<file path="config.mk">
export PLATFORM = sky130hd
export DESIGN_NAME = npu_param_loader
export DESIGN_NICKNAME = d
export VERILOG_FILES = /design/src/rtl/npu_param_loader.sv
export SDC_FILE = /design/constraint.sdc
export NUM_CORES = 1
export LEC_CHECK = 0
export CORE_MARGIN = 5
export CORE_UTILIZATION = 57
export CTS_CLUSTER_SIZE = 28
export DETAILED_ROUTE_END_ITERATION = 12
export DONT_BUFFER_PORTS = 1
export PLACE_DENSITY_LB_ADDON = 0.12
export SLEW_MARGIN = 20
export SYNTH_ARGS = -nofsm -noshare
export SYNTH_HDL_FRONTEND = slang
export SYNTH_SLANG_ARGS = --single-unit
</file>
<file path="constraint.sdc">
create_clock -name clk -period 5.1 [get_ports clk]
set_input_delay 1.02 -clock clk [delete_from_list [all_inputs] [get_ports clk]]
set_output_delay 1.02 -clock clk [all_outputs]
set_load 0.02 [all_outputs]
</file>
<file path="src/rtl/npu_param_loader.sv">
// Writer side of the NPU parameter/input interface: deserializes a word-serial
// valid/ready stream into the registered weight, bias and input-vector buses.
module npu_param_loader #(
  parameter int unsigned IN_N       = 4,
  parameter int unsigned HIDDEN_N   = 4,
  parameter int unsigned OUT_N      = 4,
  parameter int unsigned DATA_WIDTH = 8
) (
  input  logic                                   clk,
  input  logic                                   rst_n,
  input  logic                                   cmd_valid,
  input  logic                                   cmd_vec_only,
  output logic                                   cmd_ready,
  input  logic                                   s_valid,
  input  logic [DATA_WIDTH-1:0]                  s_data,
  input  logic                                   s_last,
  output logic                                   s_ready,
  output logic [HIDDEN_N*IN_N*DATA_WIDTH-1:0]    weights1,
  output logic [HIDDEN_N*DATA_WIDTH-1:0]         biases1,
  output logic [OUT_N*HIDDEN_N*DATA_WIDTH-1:0]   weights2,
  output logic [OUT_N*DATA_WIDTH-1:0]            biases2,
  output logic [IN_N*DATA_WIDTH-1:0]             in_vec,
  output logic                                   params_valid,
  output logic                                   done,
  output logic                                   err
);

  localparam int unsigned W1_N  = HIDDEN_N * IN_N;
  localparam int unsigned B1_N  = HIDDEN_N;
  localparam int unsigned W2_N  = OUT_N * HIDDEN_N;
  localparam int unsigned B2_N  = OUT_N;
  localparam int unsigned VEC_N = IN_N;

  localparam int unsigned MAX_A = (W1_N > W2_N) ? W1_N : W2_N;
  localparam int unsigned MAX_B = (B1_N > B2_N) ? B1_N : B2_N;
  localparam int unsigned MAX_C = (MAX_A > MAX_B) ? MAX_A : MAX_B;
  localparam int unsigned MAX_N = (MAX_C > VEC_N) ? MAX_C : VEC_N;
  localparam int unsigned CNT_W = (MAX_N > 1) ? $clog2(MAX_N) : 1;

  typedef enum logic [2:0] {
    IDLE = 3'd0,
    W1   = 3'd1,
    B1   = 3'd2,
    W2   = 3'd3,
    B2   = 3'd4,
    VEC  = 3'd5
  } state_e;

  state_e                              state_q, state_d;
  logic [CNT_W-1:0]                    cnt_q, cnt_d;
  logic [W1_N*DATA_WIDTH-1:0]          w1_q, w1_d;
  logic [B1_N*DATA_WIDTH-1:0]          b1_q, b1_d;
  logic [W2_N*DATA_WIDTH-1:0]          w2_q, w2_d;
  logic [B2_N*DATA_WIDTH-1:0]          b2_q, b2_d;
  logic [VEC_N*DATA_WIDTH-1:0]         vec_q, vec_d;
  logic                                params_valid_q, params_valid_d;
  logic                                done_q, done_d;
  logic                                err_q, err_d;
  logic                                cmd_ready_q, cmd_ready_d;
  logic                                s_ready_q, s_ready_d;

  logic                                beat;
  logic                                last_word;
  logic                                final_word;
  logic [CNT_W-1:0]                    sec_last;
  state_e                              next_sec;

  // State register and all registered outputs.
  always_ff @(posedge clk or negedge rst_n) begin
    if (!rst_n) begin
      state_q        <= IDLE;
      cnt_q          <= '0;
      w1_q           <= '0;
      b1_q           <= '0;
      w2_q           <= '0;
      b2_q           <= '0;
      vec_q          <= '0;
      params_valid_q <= 1'b0;
      done_q         <= 1'b0;
      err_q          <= 1'b0;
      cmd_ready_q    <= 1'b0;
      s_ready_q      <= 1'b0;
    end else begin
      state_q        <= state_d;
      cnt_q          <= cnt_d;
      w1_q           <= w1_d;
      b1_q           <= b1_d;
      w2_q           <= w2_d;
      b2_q           <= b2_d;
      vec_q          <= vec_d;
      params_valid_q <= params_valid_d;
      done_q         <= done_d;
      err_q          <= err_d;
      cmd_ready_q    <= cmd_ready_d;
      s_ready_q      <= s_ready_d;
    end
  end

  // Next-state, word placement and completion/framing decisions.
  always_comb begin
    state_d        = state_q;
    cnt_d          = cnt_q;
    w1_d           = w1_q;
    b1_d           = b1_q;
    w2_d           = w2_q;
    b2_d           = b2_q;
    vec_d          = vec_q;
    params_valid_d = params_valid_q;
    done_d         = 1'b0;
    err_d          = err_q;
    sec_last       = '0;
    next_sec       = IDLE;
    last_word      = 1'b0;
    final_word     = 1'b0;
    beat           = s_valid && s_ready_q;

    unique case (state_q)
      IDLE: begin
        if (cmd_valid && cmd_ready_q) begin
          params_valid_d = 1'b0;
          err_d          = 1'b0;
          cnt_d          = '0;
          state_d        = cmd_vec_only ? VEC : W1;
        end
      end
      W1: begin
        sec_last = CNT_W'(W1_N - 1);
        next_sec = B1;
        for (int k = 0; k < W1_N; k++)
          if (beat && cnt_q == CNT_W'(k)) w1_d[k*DATA_WIDTH +: DATA_WIDTH] = s_data;
      end
      B1: begin
        sec_last = CNT_W'(B1_N - 1);
        next_sec = W2;
        for (int k = 0; k < B1_N; k++)
          if (beat && cnt_q == CNT_W'(k)) b1_d[k*DATA_WIDTH +: DATA_WIDTH] = s_data;
      end
      W2: begin
        sec_last = CNT_W'(W2_N - 1);
        next_sec = B2;
        for (int k = 0; k < W2_N; k++)
          if (beat && cnt_q == CNT_W'(k)) w2_d[k*DATA_WIDTH +: DATA_WIDTH] = s_data;
      end
      B2: begin
        sec_last = CNT_W'(B2_N - 1);
        next_sec = VEC;
        for (int k = 0; k < B2_N; k++)
          if (beat && cnt_q == CNT_W'(k)) b2_d[k*DATA_WIDTH +: DATA_WIDTH] = s_data;
      end
      VEC: begin
        sec_last = CNT_W'(VEC_N - 1);
        next_sec = IDLE;
        for (int k = 0; k < VEC_N; k++)
          if (beat && cnt_q == CNT_W'(k)) vec_d[k*DATA_WIDTH +: DATA_WIDTH] = s_data;
      end
      default: state_d = IDLE;
    endcase

    // s_last must coincide exactly with the final VEC word; anything else aborts.
    if (state_q != IDLE && beat) begin
      last_word  = (cnt_q == sec_last);
      final_word = (state_q == VEC) && last_word;
      if (s_last != final_word) begin
        err_d   = 1'b1;
        state_d = IDLE;
        cnt_d   = '0;
      end else if (final_word) begin
        params_valid_d = 1'b1;
        done_d         = 1'b1;
        state_d        = IDLE;
        cnt_d          = '0;
      end else if (last_word) begin
        cnt_d   = '0;
        state_d = next_sec;
      end else begin
        cnt_d = cnt_q + CNT_W'(1);
      end
    end

    cmd_ready_d = (state_d == IDLE);
    s_ready_d   = (state_d != IDLE);
  end

  assign cmd_ready    = cmd_ready_q;
  assign s_ready      = s_ready_q;
  assign weights1     = w1_q;
  assign biases1      = b1_q;
  assign weights2     = w2_q;
  assign biases2      = b2_q;
  assign in_vec       = vec_q;
  assign params_valid = params_valid_q;
  assign done         = done_q;
  assign err          = err_q;

endmodule

</file>
# Word level (Yosys, flattened, before mapping)
# Index checks and enable logic that the tools add are counted.
[totals]
register_bits = 364
latchBits = 0
ramBits = 0
rom_bits = 0
in_bits = 14
elab_cells = 176
n_memories = 0
[op_classes]
n_addsub = 1
mul = 0
div_mod_pow = 0
order_cmp = 0
eq_ne = 22
shifts = 0
mux = 27
bitwise_logic = 0
n_reduce_logical = 75
[ops]
columns = ["operator", "count"]
rows = [
  ["2-bit AND reduction", 45],
  ["4-bit == test, second input constant", 8],
  ["4-bit 2-to-1 mux", 6],
  ["1-bit logical AND", 20],
  ["3-bit 2-to-1 mux", 6],
  ["4-bit by 3-bit == test with 1-bit output, second input constant", 4],
  ["1-bit 2-to-1 mux", 12],
  ["3-bit case mux with 4 select lines", 1],
  ["4-bit by 2-bit == test with 1-bit output, second input constant", 2],
  ["4-bit case mux with 2 select lines", 1],
  ["3-bit by 2-bit == test with 1-bit output, second input constant", 2],
  ["3-bit == test, second input constant", 2],
  ["3-bit zero test", 2],
  ["3-bit case mux with 2 select lines", 1],
  ["3-bit nonzero test", 2],
  ["5-bit OR reduction", 1],
  ["4-bit by 1-bit adder with 4-bit output, second input constant", 1],
  ["4-bit by 1-bit == test with 1-bit output, second input constant", 1],
  ["4-bit == test", 1],
  ["4-bit zero test", 1],
  ["2-bit nonzero test", 2],
  ["3-bit by 1-bit == test with 1-bit output, second input constant", 1],
  ["3-bit OR reduction", 1],
  ["2-bit OR reduction", 1],
  ["1-bit inequality test", 1],
]

# Depth between registers and ports, before layout
# Gate-level depths: netlist of the first run.
[logic_depth]
depth_word = 9
ltp_mapped = 10
depth_no_buf = 9

# Worst setup path after synthesis of the first run
# Ideal clock, no wire load.
[synth_timing]
kind = "flip-flop to flip-flop"
start = "reg state_q[0]"
end = "reg cmd_ready_q (netlist: cmd_ready)"
setup_ns = 0.121
arrival_time_ns = 2.662
t_required_ns = 4.979
slack_ns = 2.317
stages_incl_launch_ff = 10
path_buffers = 1
period_less_slack_ns = 2.783
path_cell_list = "dfrtp_1 -> buf_6 -> or4_4 -> a311o_2 -> nor3_2 -> ha_1 -> nor2_1 -> nand2b_1 -> mux2i_1 -> and4bb_1"
[synth_via]
elab_chain_cells = 9
word_cells_on_any_way = 23
cone_classes = "eq/ne (7); mux (8); reduce/logical (8)"
[synth_rtl]
columns = ["element", "line", "source"]
rows = [
  ["start, declared", "49", "state_e state_q, state_d;"],
  ["start signal, assigned", "84", "state_q <= state_d;"],
  ["3-bit == test (tied with other cells)", "117, 162", ""],
  ["3-bit OR reduction (no source line) / 2-bit OR reduction (equally long branches)", "-", ""],
  ["4-bit case mux with 2 select lines", "117", "unique case (state_q)"],
  ["4-bit == test", "161", "last_word = (cnt_q == sec_last);"],
  ["3-bit 2-to-1 mux / 1-bit logical AND (equally long branches)", "172, 162", ""],
  ["3-bit 2-to-1 mux / 1-bit inequality test (equally long branches)", "167, 163", ""],
  ["3-bit 2-to-1 mux", "163", "if (s_last != final_word) begin"],
  ["3-bit 2-to-1 mux (*)", "160", "if (state_q != IDLE && beat) begin"],
  ["3-bit zero test (*)", "180", "cmd_ready_d = (state_d == IDLE);"],
  ["named net cmd_ready_d", "59", "logic cmd_ready_q, cmd_ready_d;"],
  ["end signal, assigned", "94", "cmd_ready_q <= cmd_ready_d;"],
  ["end, declared", "59", ""],
]
# Mark *: on every way through the listed nets, which the timed path passes. The rest lies on a longest branch.
# A chain may end at the register's enable or synchronous reset.

# Final worst setup path of the first run
# Ends and elaborated chain as after synthesis.

==> results of run 1 <==
[flip-flops by register name, indices dropped and copies added, names as in the netlist]
signal / flops
weights1: 128
weights2: 128
biases1: 32
biases2: 32
in_vec: 32
cnt_q: 4
state_q: 3
cmd_ready: 1
done: 1
err: 1
params_valid: 1
s_ready: 1
[critical path, stage by stage (launching register included)]
cell and delay (ns):
dfrtp_1 0.59, or4_4 0.62, a311o_2 0.49, nor3_2 0.19, ha_1 0.32, nor2_1 0.43
nand2_1 0.15, mux2i_1 0.29, and4bb_1 0.26
[through the flow]
step	setup WS, ns	hold slack (ns)	power (mW)	utilization
3_3_place_gp	2.02	0.633	5.03	0.587
2_1_floorplan	2.32	0.575	4.81	-
4_1_cts	1.70	0.192	7.78	0.637
3_5_place_dp	1.71	0.654	5.10	0.587
5_1_grt	1.49	0.193	8.03	0.637
6_report	1.63	0.214	7.73	0.637
[cells in the final DEF, fill, tap and decap left out, drive strengths merged, types with 3 or more instances in the layout]
cell    synthesis  routed
nor2           26      26
nand2b          4       4
dfrtp         364     364
ha              5       5
mux2          352     352
a21oi           3       3
nor3            6       6
a31oi           3       3
and2            4       4
and3            3       3
nand3          14      14
clkbuf         39      56
nand2          36      36
o21ai           4       4
inv             4       5
clkinv          0       6
[where the power goes]
part           leakage (nW)  internal (mW)  switching, mW
Clock                 0.609           1.60           1.07
Sequential             4.99           3.34           1.00
Combinational          2.25          0.411          0.302
[cells by family (layout without fill, tap and decap cells)]
group,after synthesis,in the layout,share of synthesized area
DFF,364,364,0.649
and+or+nand+nor,102,102,0.0374
adders and majority gates,5,5,0.00446
AOI/OAI and AO/OA,22,22,0.0110
buffers and inverters,47,68,0.0134
muxes,354,354,0.284
xor gates and xnor gates,2,2,0.00125
[metal layers]
layer	vias to the layer above	global-route usage
li1	3149	-
met1	3974	0.307
met2	377	0.429
met3	72	0.116
met4	0	0.0744
met5	-	0
[cell type report]
cell class,count,area [sq um]
tap,324,405
inverter,4,15.0
fill,1762,8820
clock buffer,56,1150
sequential,364,9110
multi-input combinational,485,4740
clock inverter,8,72.6
[how the worst min path moves through the flow]
stage / startpoint / end / depth (start not counted)
after global placement: cnt_q[0]$_DFFE_PN0P_ / cnt_q[0]$_DFFE_PN0P_ / 2
after global routing: rst_n / biases1[18]$_DFFE_PN0P_ / 0
after detailed placement: in_vec[5]$_DFFE_PN0P_ / in_vec[5]$_DFFE_PN0P_ / 1
final: rst_n / biases1[18]$_DFFE_PN0P_ / 0
after floorplan: cnt_q[0]$_DFFE_PN0P_ / cnt_q[0]$_DFFE_PN0P_ / 2
after CTS: rst_n / weights1[70]$_DFFE_PN0P_ / 0
==> results_dict.tcl, run 1 <==
set metrics [dict create \
    setup_violations 0 \
    drt-met1-wl_microns 13300 \
    maxCapViolations 0 \
    synth_edf_count 0 \
    cts.path.max_buffers 3 \
    synthTopCellsByArea "dfrtp_1 65%, mux2_2 28%, clkbuf_1 1.0%" \
    final_cell_area_sq_mm 0.0155 \
    met3_length_microns 4230 \
    crit_required_ns 5.49 \
    irDropWorstVdd_mv 0.317 \
    met2_wirelength_microns 17900 \
    synth_nets 915 \
    dp_cells 1177 \
    ys.warnings.count 0 \
    cts.sinks 364 \
    place_hpwl_microns 23800 \
    yosysTopAreaCellShare 0.649 \
    reg2reg_slack_ns 1.63 \
    grt_pass1_vias 8461 \
    drc_errors 0 \
    synthCells 896 \
    cp-start-kind "register" \
    worstMarginPinSlew_ns 0.868 \
    portBuffers 0 \
    worst_r2r_path_depth 8 \
    yosys-top-cells-count "364 x dfrtp_1, 352 x mux2_2, 39 x clkbuf_1, 36 x nand2_1" \
    cts-root-buf "clkbuf_16" \
    vias_per_cell 6.10 \
    seq_area_frac_synth 0.649 \
    ios 371 \
    final_max_slew_viol_count 0 \
    dr_total_vias 7572 \
    chipHeight_microns 167 \
    yosysMostFrequentCell "dfrtp_1" \
    grt_use_total 0.259 \
    r2r-start "state_q[0]$_DFF_PN0_" \
    ctsHoldBuffers 0 \
    rsz0062_at_grt "no" \
    relSlewSlack 0.421 \
    finalCriticalPeriod_ns 3.47 \
    final_antenna_net_count 0 \
    critPathCaptureType "register" \
    num_rows 57 \
    cts-resized-gates 0 \
    fin_setup_tns_ns 0 \
    avgSynthCellArea_sq_um 15.7 \
    syn_area_sq_mm 0.0140 \
    crit_path_start "state_q[0]$_DFF_PN0_" \
    outcome "finished, final reports clean" \
    final_cells 1241 \
    synth_flop_cell "dfrtp_1" \
    top_layer_used "met4" \
    path_clk_slew_ns 0.06 \
    r2r-end "cmd_ready$_DFF_PN0_" \
    wl_per_cell_microns 29.4 \
    final_hold_viol_count 0 \
    htreeDepth 2 \
    yosysTopAreaCell "dfrtp_1" \
    postPlaceCellArea_sq_mm 0.0143 \
    skew_ns 0.0178 \
    routed_wl_microns 36500 \
    clk_latency_ns 0.51 \
    fin_nets 911 \
    powerDensity_mw_per_mm2 499 \
    cts_tree "yes" \
    die_width_microns 167 \
    initial_core_util 0.577 \
    gp_congestion 0.933 \
    diodes 0 \
    timing.final.crit_share 0.680 \
    antenna_found_initial 0 \
    ys_ff_latch 364 \
    drtPass1Iterations 5 \
    grt_first_pass_wirelength_microns 55600 \
    ys_types 40 \
    core_sq_mm 0.0243 \
    worstHoldPathType "in2async" \
    numCtsBuffers 37 \
    post_cts_buffers 0 \
    overflow 0 \
    critPathArrivalTime_ns 3.86 \
    drtIter0Drc 417 \
    crit_fanout 19 \
    fp.dieArea_sq_mm 0.0279 \
    max_freq_ghz 0.289 \
    crit_end "cmd_ready$_DFF_PN0_" \
    syn_to_final_growth_pct 10.4 \
    ys_async_sr_fraction 1.00 \
    drive_above_1_share 0.465 \
    grt_start_max_net_pins 365 \
    power.leakage_nw 7.85 \
    worstSetupPathType "reg2reg" \
]
Note: power is estimated with default switching activity, not from simulation.
==> run 2, diff against run 1 <==
Clock period 5.1 ns to 3 ns, I/O delays scaled along.
==> results_dict.tcl, run 2 (synthesis gave the netlist of run 1 again) <==
set metrics [dict create \
    worst_slack_ns 0.173 \
    fin_nets 918 \
    numCtsBuffers 37 \
    skew_ns 0.0223 \
    clk_latency_ns 0.52 \
    met3_length_microns 4350 \
    initial_core_util 0.577 \
    path_clk_slew_ns 0.06 \
    worstMarginPinSlew_ns 0.898 \
    antenna_found_initial 0 \
    worstHoldPathType "in2async" \
    crit_required_ns 3.41 \
    met2_wirelength_microns 17600 \
    rsz0062_at_grt "no" \
    drc_errors 0 \
    maxCapViolations 0 \
    r2r-end "cmd_ready$_DFF_PN0_" \
    cts.path.max_buffers 3 \
    grt_pass1_vias 8349 \
    outcome "complete, but fails checks" \
    num_rows 57 \
    die_width_microns 167 \
    core_sq_mm 0.0243 \
    vias_per_cell 6.09 \
    chipHeight_microns 167 \
    drtPass1Iterations 5 \
    max_freq_ghz 0.354 \
    grt_start_max_net_pins 365 \
    cts.sinks 364 \
    fin_setup_tns_ns 0 \
    drt-met1-wl_microns 13300 \
    drive_above_1_share 0.472 \
    wl_per_cell_microns 29.0 \
    power.leakage_nw 7.90 \
    pre_cts_ws_ns 0.110 \
    routed_wl_microns 36200 \
    portBuffers 0 \
    cts_tree "yes" \
    final_antenna_net_count 0 \
    layout_commonest_cell "dfrtp_1" \
    setup_violations 0 \
    grt_first_pass_wirelength_microns 54800 \
    crit_fanout 7 \
    finalCriticalPeriod_ns 2.83 \
    syn_to_final_growth_pct 10.9 \
    ios 371 \
    grt_use_total 0.255 \
    fp.dieArea_sq_mm 0.0279 \
    post_cts_buffers 0 \
    r2r-start "cnt_q[1]$_DFFE_PN0P_" \
    cp-start-kind "register" \
    critPathArrivalTime_ns 3.23 \
    drtIter0Drc 445 \
    place_hpwl_microns 23700 \
    dr_total_vias 7602 \
    final_max_slew_viol_count 0 \
    overflow 0 \
    cts-root-buf "clkbuf_16" \
    worstSetupPathType "reg2reg" \
    diodes 0 \
    reg2reg_slack_ns 0.17 \
    powerDensity_mw_per_mm2 852 \
    timing.final.crit_share 0.942 \
    layout_common_cells "364 x dfrtp_1, 352 x mux2_2, 39 x clkbuf_16" \
    worst_r2r_path_depth 6 \
    relSlewSlack 0.392 \
    critPathCaptureType "register" \
    violations "hold timing" \
    irDropWorstVdd_mv 0.578 \
    timing.hold.ws_ns -0.218 \
    final_hold_viol_count 364 \
    gp_congestion 0.887 \
    fin_util 0.640 \
    htreeDepth 2 \
    top_layer_used "met4" \
]
[run 2: how the worst max path moves through the flow]
stage / from / to / depth (start not counted)
6_report: cnt_q[1]$_DFFE_PN0P_ / cmd_ready$_DFF_PN0_ / 6
5_1_grt: cnt_q[1]$_DFFE_PN0P_ / cmd_ready$_DFF_PN0_ / 8
4_1_cts: cnt_q[1]$_DFFE_PN0P_ / cmd_ready$_DFF_PN0_ / 6
3_5_place_dp: cnt_q[1]$_DFFE_PN0P_ / cmd_ready$_DFF_PN0_ / 6
3_3_place_gp: cnt_q[1]$_DFFE_PN0P_ / cmd_ready$_DFF_PN0_ / 8
2_1_floorplan: state_q[0]$_DFF_PN0_ / cmd_ready$_DFF_PN0_ / 9
[run 2: where the power goes]
group | internal (mW) | switching [mW] | total [mW]
logic | 0.754 | 0.611 | 1.36
clock network | 2.77 | 1.84 | 4.60
registers | 5.68 | 1.62 | 7.30
total | 9.20 | 4.06 | 13.3
[run 2: area by class of cell]
cell class | instances | area (sq um)
Inverter | 4 | 15.0
Fill cell | 1753 | 8740
Clock buffer | 53 | 1120
Timing Repair Buffer | 7 | 52.6
Clock inverter | 11 | 116
Multi-Input combinational cell | 485 | 4760
Sequential cell | 364 | 9110
Tap cell | 324 | 405
[run 2: worst max-delay path, cell delays in order (launching register included)]
cell	delay, ns
dfrtp_1	0.46
or4_4	0.52
a311o_2	0.49
nor3_4	0.18
ha_2	0.35
o311ai_1	0.49
and4bb_1	0.24
[run 2: through the flow]
stage	cell area [sq um]	hold WS, ns	cells	total power, mW
after floorplan	14000	0.304	896	8.18
after detailed placement	14300	0.312	1184	8.74
final	15600	-0.218	1248	13.3
after global placement	14300	0.313	1184	8.63
after global routing	15600	-0.248	1248	13.8
after CTS	15600	-0.241	1248	13.4
[run 2: layer usage]
layer,global-route usage,vias to the layer above
li1,-,3174
met3,0.115,60
met5,0,-
met2,0.412,376
met4,0.0840,0
met1,0.309,3992
[run 2: timing repair]
item,4_1_cts,5_1_grt
endpoints found under the hold margin,364,364
gates resized for setup,0,5
setup endpoints to repair,0,5
